File: src/rtl/pipe_skid_reg.sv
`default_nettype none
// ============================================================================
//  Module      : pipe_skid_reg
//  Description : Registered pipeline stage with valid/ready handshakes on both
//                sides. Holds one main entry plus a one-entry skid buffer so
//                that in_ready can be a flop output while still sustaining one
//                word per cycle. flush squashes all stored entries.
//  Revision    : 1.0  initial release
// ============================================================================
module pipe_skid_reg #(
    parameter int                 WIDTH    = 32,
    parameter logic [WIDTH-1:0]   RST_DATA = '0
) (
    input  logic             clk,
    input  logic             rst,        // synchronous, active-low
    input  logic             flush,
    input  logic             in_valid,
    output logic             in_ready,
    input  logic [WIDTH-1:0] in_data,
    output logic             out_valid,
    input  logic             out_ready,
    output logic [WIDTH-1:0] out_data
);

    typedef enum logic [1:0] {
        ST_EMPTY = 2'd0,
        ST_ONE   = 2'd1,
        ST_FULL  = 2'd2
    } state_t;

    state_t           r_state;
    state_t           w_state_next;
    logic             r_in_ready;
    logic             r_out_valid;
    logic [WIDTH-1:0] r_data;
    logic [WIDTH-1:0] r_skid;

    logic             w_accept;
    logic             w_take;
    logic             w_load_main_in;
    logic             w_load_main_skid;
    logic             w_load_skid;

    assign in_ready  = r_in_ready;
    assign out_valid = r_out_valid;
    assign out_data  = r_data;

    assign w_accept = in_valid & r_in_ready;
    assign w_take   = r_out_valid & out_ready;

    // Next-state and payload-steering decode from the current occupancy.
    always_comb begin
        w_state_next     = r_state;
        w_load_main_in   = 1'b0;
        w_load_main_skid = 1'b0;
        w_load_skid      = 1'b0;
        case (r_state)
            ST_EMPTY: begin
                if (w_accept) begin
                    w_state_next   = ST_ONE;
                    w_load_main_in = 1'b1;
                end
            end
            ST_ONE: begin
                if (w_accept && w_take) begin
                    w_load_main_in = 1'b1;
                end else if (w_accept) begin
                    w_state_next = ST_FULL;
                    w_load_skid  = 1'b1;
                end else if (w_take) begin
                    w_state_next = ST_EMPTY;
                end
            end
            ST_FULL: begin
                // in_ready is low here, so only the downstream side can move.
                if (w_take) begin
                    w_state_next     = ST_ONE;
                    w_load_main_skid = 1'b1;
                end
            end
            default: begin
                w_state_next = ST_EMPTY;
            end
        endcase
    end

    // State and handshake flops; reset beats flush, flush beats transfers.
    always_ff @(posedge clk) begin
        if (!rst) begin
            r_state     <= ST_EMPTY;
            r_in_ready  <= 1'b1;
            r_out_valid <= 1'b0;
        end else if (flush) begin
            r_state     <= ST_EMPTY;
            r_in_ready  <= 1'b1;
            r_out_valid <= 1'b0;
        end else begin
            r_state     <= w_state_next;
            r_in_ready  <= (w_state_next != ST_FULL);
            r_out_valid <= (w_state_next != ST_EMPTY);
        end
    end

    // Payload registers; contents are left alone on flush since they are
    // don't-care once the stage is empty.
    always_ff @(posedge clk) begin
        if (!rst) begin
            r_data <= RST_DATA;
            r_skid <= RST_DATA;
        end else if (!flush) begin
            if (w_load_main_in) begin
                r_data <= in_data;
            end else if (w_load_main_skid) begin
                r_data <= r_skid;
            end
            if (w_load_skid) begin
                r_skid <= in_data;
            end
        end
    end

endmodule
`default_nettype wire
File: config.mk
export PLATFORM = sky130hd
export DESIGN_NAME = pipe_skid_reg
export DESIGN_NICKNAME = d
export VERILOG_FILES = /design/src/rtl/pipe_skid_reg.sv
export SDC_FILE = /design/constraint.sdc
export NUM_CORES = 1
export LEC_CHECK = 0
export ABC_AREA = 1
export BUFFER_PORTS_ARGS = -buffer_cell sky130_fd_sc_hd__buf_2
export CORE_MARGIN = 3
export CORE_UTILIZATION = 30
export DETAILED_ROUTE_END_ITERATION = 12
export SYNTH_ARGS = -nofsm -noshare
export SYNTH_HDL_FRONTEND = slang
export SYNTH_SLANG_ARGS = --single-unit
File: constraint.sdc
create_clock -name clk -period 3.9 [get_ports clk]
set_input_delay 0.78 -clock clk [delete_from_list [all_inputs] [get_ports clk]]
set_output_delay 0.78 -clock clk [all_outputs]
set_load 0.05 [all_outputs]
==> out/results.txt, run 1 <==
CP Class -> in2reg
Hold Path Class -> reg2reg
Hold_ws -> 0.464 ns
Width of the die -> 107 um
Worst path max stage delay -> 0.67 ns
Critical R2R Launch -> in_ready
Cells after Synth -> 479
Relative max-transition margin -> 0.547
Post_cts resized -> 0
Status -> completed
Core box area -> 9820 um^2
Post-CTS setup buffers -> 0
Avg WL per Cell -> 11.3 um
Final setup margin -> 1.23 ns
Dpl ws -> 0.854 ns
Ranking of synthesized cells by area -> dfxtp_1 45%, nand2_1 25%, nor2_1 8.1%, nand3_1 5.6%, a21oi_1 5.3%
Fin nets -> 574
Antenna diodes -> 0
Worst-path clk slew -> 0.07 ns
Initial Utilization -> 0.310
Die ar. -> 11400 um^2
Worst Setup SP -> in_valid
Pwr dens -> 436 nW/um^2
Syn avg cell area -> 6.36 um^2
Fill count -> 1109
RSZ-0062 raised after global routing -> no
Worst Tran Pin Value -> 0.679 ns
VDD IR max -> 0.000212 V
Leak Pwr -> 0.00188 uW
First-pass GRT wire length -> 12.7 mm
Clk sink count -> 68
Setup crit end kind -> flip-flop
DRT antenna net count -> 0
Synth cell types -> 16
Final RePlAce weighted congestion -> 0.745
Slew Viols, Final -> 0
Worst-path fanout max -> 35
Worst r2r path cells -> 7
Post-Route Setup TNS -> 0 ns
Sequential fraction of the synthesis area -> 0.447
Final setup violation count -> 0
Via density -> 4.32
# hold bufs at CTS -> 0
Cell type with the largest total area after synthesis -> dfxtp_1
Grt ovf -> 0
1st-pass router iterations -> 4
Hold Vio Cnt, Final -> 0
F_max -> 375 MHz
#FFs+latches synth -> 68
Vias post-DR -> 2917
Post-synth top area share -> 0.447
DRC viols -> 0
Reg-to-reg setup timing slack -> 1.42 ns
Post-Route WL -> 7.61 mm
Crit-path cells -> buf_2 -> nand2_1 -> nor2_4 -> buf_4 -> nand3_2 -> inv_2 -> nand2_1 -> a21oi_1
Fin crit share -> 0.684
M1 WL -> 3.50 mm
Gr usage total -> 0.138
Startpoint types -> input port
Pin count of the biggest net entering global routing -> 65
Max-cap violations -> 0
CP arrival -> 2.93 ns
CTS tree -> yes
Root Driver -> clkbuf_8
Initial antenna violation count -> 0
Slowest CP cell -> inv_2
Min cycle time layout -> 2.67 ns
Clk Latency, worst-skew pair -> 0.34 ns
Top Layer Used -> met4
Area Overhead vs Synth -> 20.2%
R2R Path End -> r_skid[13]
Die Span Y -> 107 um
Starting DRT DRC Count -> 139
Met3 WL -> 516 um
Mapped Area -> 3050 um^2
Met2 WL -> 3.50 mm
Fraction of layout cells with a size suffix above 1 -> 0.179
Critical Path End -> r_skid[13]
Num CTS Buffers -> 9
Max Buffers Root-to-Sink -> 2
Yosys warns -> 0
Rows -> 36
CP required -> 4.16 ns
Buffers on Ports -> 70
HPWL Detailed -> 5.02 mm
Top cell by count, worst path -> nand2_1
Vias in the first global route -> 2599
Final Skew -> 0.00875 ns
H-tree levels -> 3
Post-synth net total -> 516
Io pins -> 71
flip-flops by register name (all words and copies together), names as in the netlist:
name / cells
out_data: 32
in_ready: 1
out_valid: 1
r_state: 2
r_skid: 32
per-stage QoR:
step	power, uW	instances	instance area [um^2]	utilization
CTS	1630	675	3660	0.373
detailed placement	1030	659	3460	0.353
floorplan	957	479	3050	-
finish	1600	675	3660	0.373
global route	1680	675	3660	0.373
global placement	1030	659	3460	0.353
cells in the final DEF, fill, tap and decap left out:
| master | netlist | final |
|---|---|---|
| nand2_1 | 203 | 203 |
| buf_2 | 9 | 70 |
| dfxtp_1 | 68 | 68 |
| nor2_1 | 66 | 66 |
| inv_1 | 41 | 41 |
| nand3_1 | 34 | 34 |
| a21oi_1 | 32 | 32 |
| clkbuf_8 | 0 | 11 |
| buf_4 | 0 | 5 |
| clkinv_2 | 0 | 4 |
| nand2_2 | 2 | 2 |
| nor2_4 | 1 | 1 |
| nand2_4 | 1 | 1 |
| nand3_2 | 1 | 1 |
| inv_2 | 1 | 1 |
| o21ai_0 | 1 | 1 |
| bufinv_16 | 0 | 1 |
worst min path at each step:
stage,from,to,cells past startpoint
global route,r_skid[26],r_skid[26],2
finish,r_skid[17],r_skid[17],2
global placement,r_skid[15],r_skid[15],2
detailed placement,r_skid[8],r_skid[8],2
floorplan,r_skid[10],r_skid[10],2
CTS,r_skid[8],r_skid[8],2
logic make-up after synthesis:
group	Yosys count	synth area share
simple gates	308	0.402
buf+inv	70	0.0973
flops	68	0.447
compound gates	33	0.0542
metal layers:
layer / global-route usage / vias to the layer above
li1: - / 1557
met4: 0.0393 / 0
met3: 0.0452 / 8
met2: 0.219 / 75
met5: 0 / -
met1: 0.181 / 1277
final cells by class:
| class | instances | area (um^2) | area share |
|---|---|---|---|
| Sequential cell | 68 | 1360 | 0.371 |
| Tap cell | 133 | 166 | 0.0454 |
| Clock inverter | 5 | 50.0 | 0.0137 |
| Timing Repair Buffer | 75 | 388 | 0.106 |
| Multi-Input combinational cell | 341 | 1390 | 0.379 |
| Inverter | 42 | 158 | 0.0430 |
| Clock buffer | 11 | 151 | 0.0413 |
where the power goes:
group          switching, uW  internal (uW)
combinational            199           73.8
clock                    261            326
sequential              13.3            724
total                    474           1120
worst max-delay path: cells and delay by family:
kind / cells / cell delay, ns
buffers and inverters: 3 / 1.09
and+or+nand+nor: 4 / 0.88
AOI/OAI and AO/OA: 1 / 0.15
cells in the mapped netlist (all sizes together):
master  number
a21oi       32
buf         14
clkbuf      14
dfxtp       68
inv         42
nand2      206
nand3       35
nor2        67
o21ai        1
No activity file was read; power rests on OpenSTA's default activity.
==> run 2: changes to the inputs <==
==> constraint.sdc (replaced) <==
create_clock -name clk -period 2.2 [get_ports clk]
set_input_delay 0.44 -clock clk [delete_from_list [all_inputs] [get_ports clk]]
set_output_delay 0.44 -clock clk [all_outputs]
set_load 0.05 [all_outputs]
==> out/results.txt, run 2 (synthesis gave the netlist of run 1 again) <==
Setup crit end kind -> flip-flop
Design Area, Final -> 3700 um^2 (+0.89%)
Leading cell types in the layout, fill and taps excluded -> 203 x nand2_1, 70 x buf_2, 68 x dfxtp_1
Critical R2R Launch -> in_ready
CP required -> 2.46 ns (-1.70 ns)
Clk Latency, worst-skew pair -> 0.33 ns (about the same)
DRT antenna net count -> 0 (unchanged)
Post_cts resized -> 0 (unchanged)
Commonest non-fill, non-tap cell in the layout -> nand2_1
First-pass GRT wire length -> 13.4 mm (+5.3%)
Core box area -> 9820 um^2 (unchanged)
Fin nets -> 579 (+0.87%)
Slew Viols, Final -> 0 (unchanged)
Max Buffers Root-to-Sink -> 2 (unchanged)
Rows -> 36 (unchanged)
CP arrival -> 1.94 ns (-0.99 ns)
GR Util met2 -> 0.236 (+0.0171)
Starting DRT DRC Count -> 155 (+12%)
Io pins -> 71 (unchanged)
Worst r2r path cells -> 7 (unchanged)
VDD IR max -> 0.000279 V (+32%)
Relative max-transition margin -> 0.645 (+0.0983)
Reg-to-reg setup timing slack -> 0.52 ns (-0.90 ns)
F_max -> 596 MHz
Fill count -> 1092 (-1.5%)
Grt ovf -> 0 (unchanged)
DRC viols -> 0 (unchanged)
Top cell by count, worst path -> nand2_1
Pwr dens -> 758 nW/um^2 (+74%)
Worst-path clk slew -> 0.07 ns (about the same)
CP Class -> reg2reg
Worst path max stage delay -> 0.41 ns (-0.26 ns)
Critical Path End -> r_skid[11]
Finished Layout Cells -> 679 (+0.59%)
Leak Pwr -> 0.00190 uW (+0.68%)
Worst Tran Pin Value -> 0.531 ns (-0.147 ns)
Status -> completed
Die Span Y -> 107 um (unchanged)
Pin count of the biggest net entering global routing -> 39 (-40%)
Via density -> 4.36 (+0.81%)
Startpoint types -> flip-flop
Initial Utilization -> 0.310 (unchanged)
Post-CTS setup buffers -> 0 (unchanged)
Area Overhead vs Synth -> 21.3%
Clk sink count -> 68 (unchanged)
Gr usage total -> 0.145 (+0.00712)
Final RePlAce weighted congestion -> 0.743 (-0.24%)
Fraction of layout cells with a size suffix above 1 -> 0.179 (+0.000520)
R2R Path End -> r_skid[11]
Buffers on Ports -> 70 (unchanged)
Worst-path fanout max -> 32 (-8.6%)
1st-pass router iterations -> 5 (+1)
Post-Route Setup TNS -> 0 ns (unchanged)
Vias post-DR -> 2958 (+1.4%)
Grt met1 use -> 0.188 (+0.00712)
Final setup violation count -> 0 (unchanged)
RSZ-0062 raised after global routing -> no
Num CTS Buffers -> 9 (unchanged)
Min cycle time layout -> 1.68 ns
Fin crit share -> 0.762
DP Area -> 3510 um^2 (+1.4%)
Die ar. -> 11400 um^2 (unchanged)
Avg WL per Cell -> 11.6 um (+2.6%)
Final Skew -> 0.00912 ns (+0.000369 ns)
Crit-path cells -> nand2_1 -> nor2_4 -> buf_4 -> nand3_2 -> inv_2 -> nand2_1 -> a21oi_1
Met3 GRT Util -> 0.0319 (-0.0132)
# hold bufs at CTS -> 0 (unchanged)
Post-Route WL -> 7.86 mm (+3.2%)
Hold Path Class -> in2reg
Hold Vio Cnt, Final -> 0 (unchanged)
Width of the die -> 107 um (unchanged)
Layer with the highest usage -> met2
Root Driver -> clkbuf_8
HPWL Detailed -> 5.37 mm (+7.2%)
Vias in the first global route -> 2798 (+7.7%)
Max-cap violations -> 0 (unchanged)
CTS tree -> yes
Initial antenna violation count -> 0 (unchanged)
Worst Setup SP -> in_ready
H-tree levels -> 3 (unchanged)
Slowest CP cell -> inv_2
Antenna diodes -> 0 (unchanged)
Placed insts -> 664 (+0.76%)
## run 2: cell count changes in the layout (fill, tap and decap cells not counted), sizes merged
cell,previous run,this run
buf,75,80
clkbuf,11,13
clkinv,4,1
## run 2: worst min-delay path by stage
stage                     start         end  slack [ns]  cells after the start
floorplan            r_skid[10]  r_skid[10]        0.44                      2
global placement      r_skid[9]   r_skid[9]        0.45                      2
detailed placement    r_skid[2]   r_skid[2]        0.46                      2
CTS                 in_data[18]  r_skid[18]        0.34                      3
global route        in_data[27]  r_skid[27]        0.35                      3
finish              in_data[18]  r_skid[18]        0.36                      3
## run 2: metrics by stage
stage / utilization / hold slack (ns) / setup WS, ns / total power [uW]
6_report: 0.377 / 0.359 / 0.523 / 2800
5_1_grt: 0.377 / 0.350 / 0.313 / 2960
4_1_cts: 0.377 / 0.339 / 0.505 / 2850
3_5_place_dp: 0.358 / 0.455 / 0.345 / 1840
3_3_place_gp: 0.358 / 0.452 / 0.420 / 1830
2_1_floorplan: - / 0.445 / 0.485 / 1700
## run 2: layer usage
layer | wire length [um] | vias to the layer above | share of wire
met1 | 3580 | 1291 | 0.46
li1 | - | 1566 | -
met5 | 0 | - | 0
met3 | 497 | 9 | 0.063
met2 | 3670 | 92 | 0.47
met4 | 101 | 0 | 0.013
## run 2: worst max-delay path, delay by kind of cell (launching register included)
kind,cells,cell delay (ns)
flip-flops,1,0.34
AND/OR/NAND/NOR,4,0.47
AO/OA/AOI/OAI,1,0.15
buffers and inverters,2,0.64
## run 2: report_power, final
part | internal [uW] | switching, uW | total, uW
Sequential | 1280 | 23.4 | 1310
Combinational | 139 | 357 | 496
Clock | 549 | 453 | 1000
## run 2: area by class of cell
type	count	area, um^2	area share
multi-input cells	341	1390	0.376
flip-flops and latches	68	1360	0.368
repair buffers	80	438	0.118
well taps	133	166	0.0450
inverters	42	158	0.0426
clock buffers	13	149	0.0403
clock inverters	2	35.0	0.00948
==> run 3: changes to the inputs <==
==> constraint.sdc (replaced) <==
create_clock -name clk -period 1.4 [get_ports clk]
set_input_delay 0.28 -clock clk [delete_from_list [all_inputs] [get_ports clk]]
set_output_delay 0.28 -clock clk [all_outputs]
set_load 0.05 [all_outputs]
==> out/results.txt, run 3 (synthesis gave the netlist of run 1 again) <==
Clk Latency, worst-skew pair -> 0.34 ns (about the same)
CP required -> 1.63 ns (-0.83 ns)
Relative max-transition margin -> 0.824 (+0.179)
Gr usage total -> 0.144 (-0.00129)
Final core occ -> 0.398 (+0.0213)
Status -> completed
DRT antenna net count -> 0 (unchanged)
Min cycle time layout -> 1.33 ns (-0.351 ns)
Worst-path fanout max -> 12 (-63%)
Worst r2r path cells -> 8 (+1)
Startpoint types -> flip-flop
Final setup violation count -> 0 (unchanged)
F_max -> 754 MHz (+26%)
Max-cap violations -> 0 (unchanged)
Width of the die -> 107 um (unchanged)
CP Class -> reg2reg
Leading cell types in the layout, fill and taps excluded -> 200 x nand2_1, 70 x buf_2, 65 x dfxtp_1
Worst Hold Depth -> 3 (unchanged)
H-tree levels -> 3 (unchanged)
Slew Viols, Final -> 0 (unchanged)
Final Skew -> 0.0108 ns (+0.00165 ns)
Fill count -> 1090 (-0.18%)
Via density -> 4.38 (+0.58%)
Worst-path clk slew -> 0.07 ns (about the same)
Max Buffers Root-to-Sink -> 2 (unchanged)
Vias post-DR -> 3019 (+2.1%)
Hold Path Class -> in2reg
Fin crit share -> 0.947 (+0.185)
Hold Vio Cnt, Final -> 0 (unchanged)
Io pins -> 71 (unchanged)
CTS tree -> yes
Initial Utilization -> 0.310 (unchanged)
Leak Pwr -> 0.00198 uW (+4.1%)
Pwr dens -> 1090 nW/um^2 (+44%)
Fraction of layout cells with a size suffix above 1 -> 0.230 (+0.0507)
Core box area -> 9820 um^2 (unchanged)
Die Span Y -> 107 um (unchanged)
Antenna diodes -> 0 (unchanged)
Post-Route WL -> 8.10 mm (+3.2%)
1st-pass router iterations -> 4 (-1)
Clk sink count -> 68 (unchanged)
Setup crit end kind -> flip-flop
CP arrival -> 1.55 ns (-0.39 ns)
Die ar. -> 11400 um^2 (unchanged)
Rows -> 36 (unchanged)
Area Overhead vs Synth -> 28.2%
Buffers on Ports -> 70 (unchanged)
Initial antenna violation count -> 0 (unchanged)
First-pass GRT wire length -> 13.2 mm (-1.5%)
Avg WL per Cell -> 11.8 um (+1.7%)
Vias in the first global route -> 2881 (+3.0%)
DRC viols -> 0 (unchanged)
Starting DRT DRC Count -> 84 (-46%)
Overall power -> 4260 uW (+52%)
Final RePlAce weighted congestion -> 0.747 (+0.58%)
VDD IR max -> 0.000463 V (+66%)
Pin count of the biggest net entering global routing -> 34 (-13%)
Num CTS Buffers -> 9 (unchanged)
Fin nets -> 590 (+1.9%)
RSZ-0062 raised after global routing -> yes
Grt ovf -> 0 (unchanged)
Root Driver -> clkbuf_8
Worst Tran Pin Value -> 0.266 ns (-0.265 ns)
Commonest non-fill, non-tap cell in the layout -> nand2_1
HPWL Detailed -> 5.58 mm (+3.8%)
## run 3: cell count changes in the layout (fill, tap and decap cells not counted), moves of 3 or more
| cell | before | now |
|---|---|---|
| nor2_2 | 0 | 7 |
| a21oi_1 | 32 | 27 |
| buf_12 | 1 | 5 |
| nor2_1 | 66 | 58 |
| buf_4 | 9 | 13 |
| dfxtp_1 | 68 | 65 |
| a21oi_2 | 0 | 5 |
| nand2_1 | 203 | 200 |
## run 3: repair_timing
item                       in CTS  in global routing
hold buffers                    0                  0
setup endpoints to repair       0                 48
buffers inserted                0                  1
gates resized for setup         0                 18
## run 3: per-stage QoR
step                      setup WS (ns)  area, um^2  std cells  setup TNS, ns  hold slack (ns)
after CTS                        0.0123        3780        686              0            0.179
after floorplan                0.000877        3060        479              0            0.423
after global routing            -0.0199        3910        689         -0.155            0.183
after global placement          -0.0247        3620        672        -0.0279            0.452
after detailed placement        -0.0245        3620        672        -0.0416            0.456
final                            0.0743        3910        689              0            0.196
## run 3: area by class of cell
type | count | area [um^2] | area share
Multi-Input combinational cell | 341 | 1450 | 0.370
Sequential cell | 68 | 1370 | 0.351
Timing Repair Buffer | 91 | 609 | 0.156
Tap cell | 133 | 166 | 0.0426
Inverter | 42 | 158 | 0.0404
Clock buffer | 12 | 145 | 0.0372
Clock inverter | 2 | 11.3 | 0.00288
## run 3: layer usage
layer  GRT usage  vias up  wire length, um
met3      0.0373        8              391
met4      0.0685        0              110
met1       0.182     1358             3800
li1            -     1592                -
met2       0.229       61             3800
met5           0        -                0
## run 3: path summary, 6_finish.rpt
check	startpoint	endpoint	slack, ns
setup / recovery	in_ready	out_data[28]	0.07
hold / removal	in_data[25]	r_skid[25]	0.20
setup reg to reg	in_ready	out_data[28]	0.07
hold reg to reg	r_skid[14]	r_skid[14]	0.47
## run 3: power by group
part	total [uW]	internal, uW	switching, uW
Sequential	2050	2010	37.0
Combinational	854	268	586
Clock	1360	671	688
## run 3: worst max-delay path, stage by stage (launching register included)
cell and delay, ns:
dfxtp_4 0.35, nand2_2 0.07, nor2_4 0.15, nand2_4 0.09, nand2_2 0.08, nand2_4 0.11, clkbuf_16 0.20, nor2_1 0.11
nor2_1 0.05
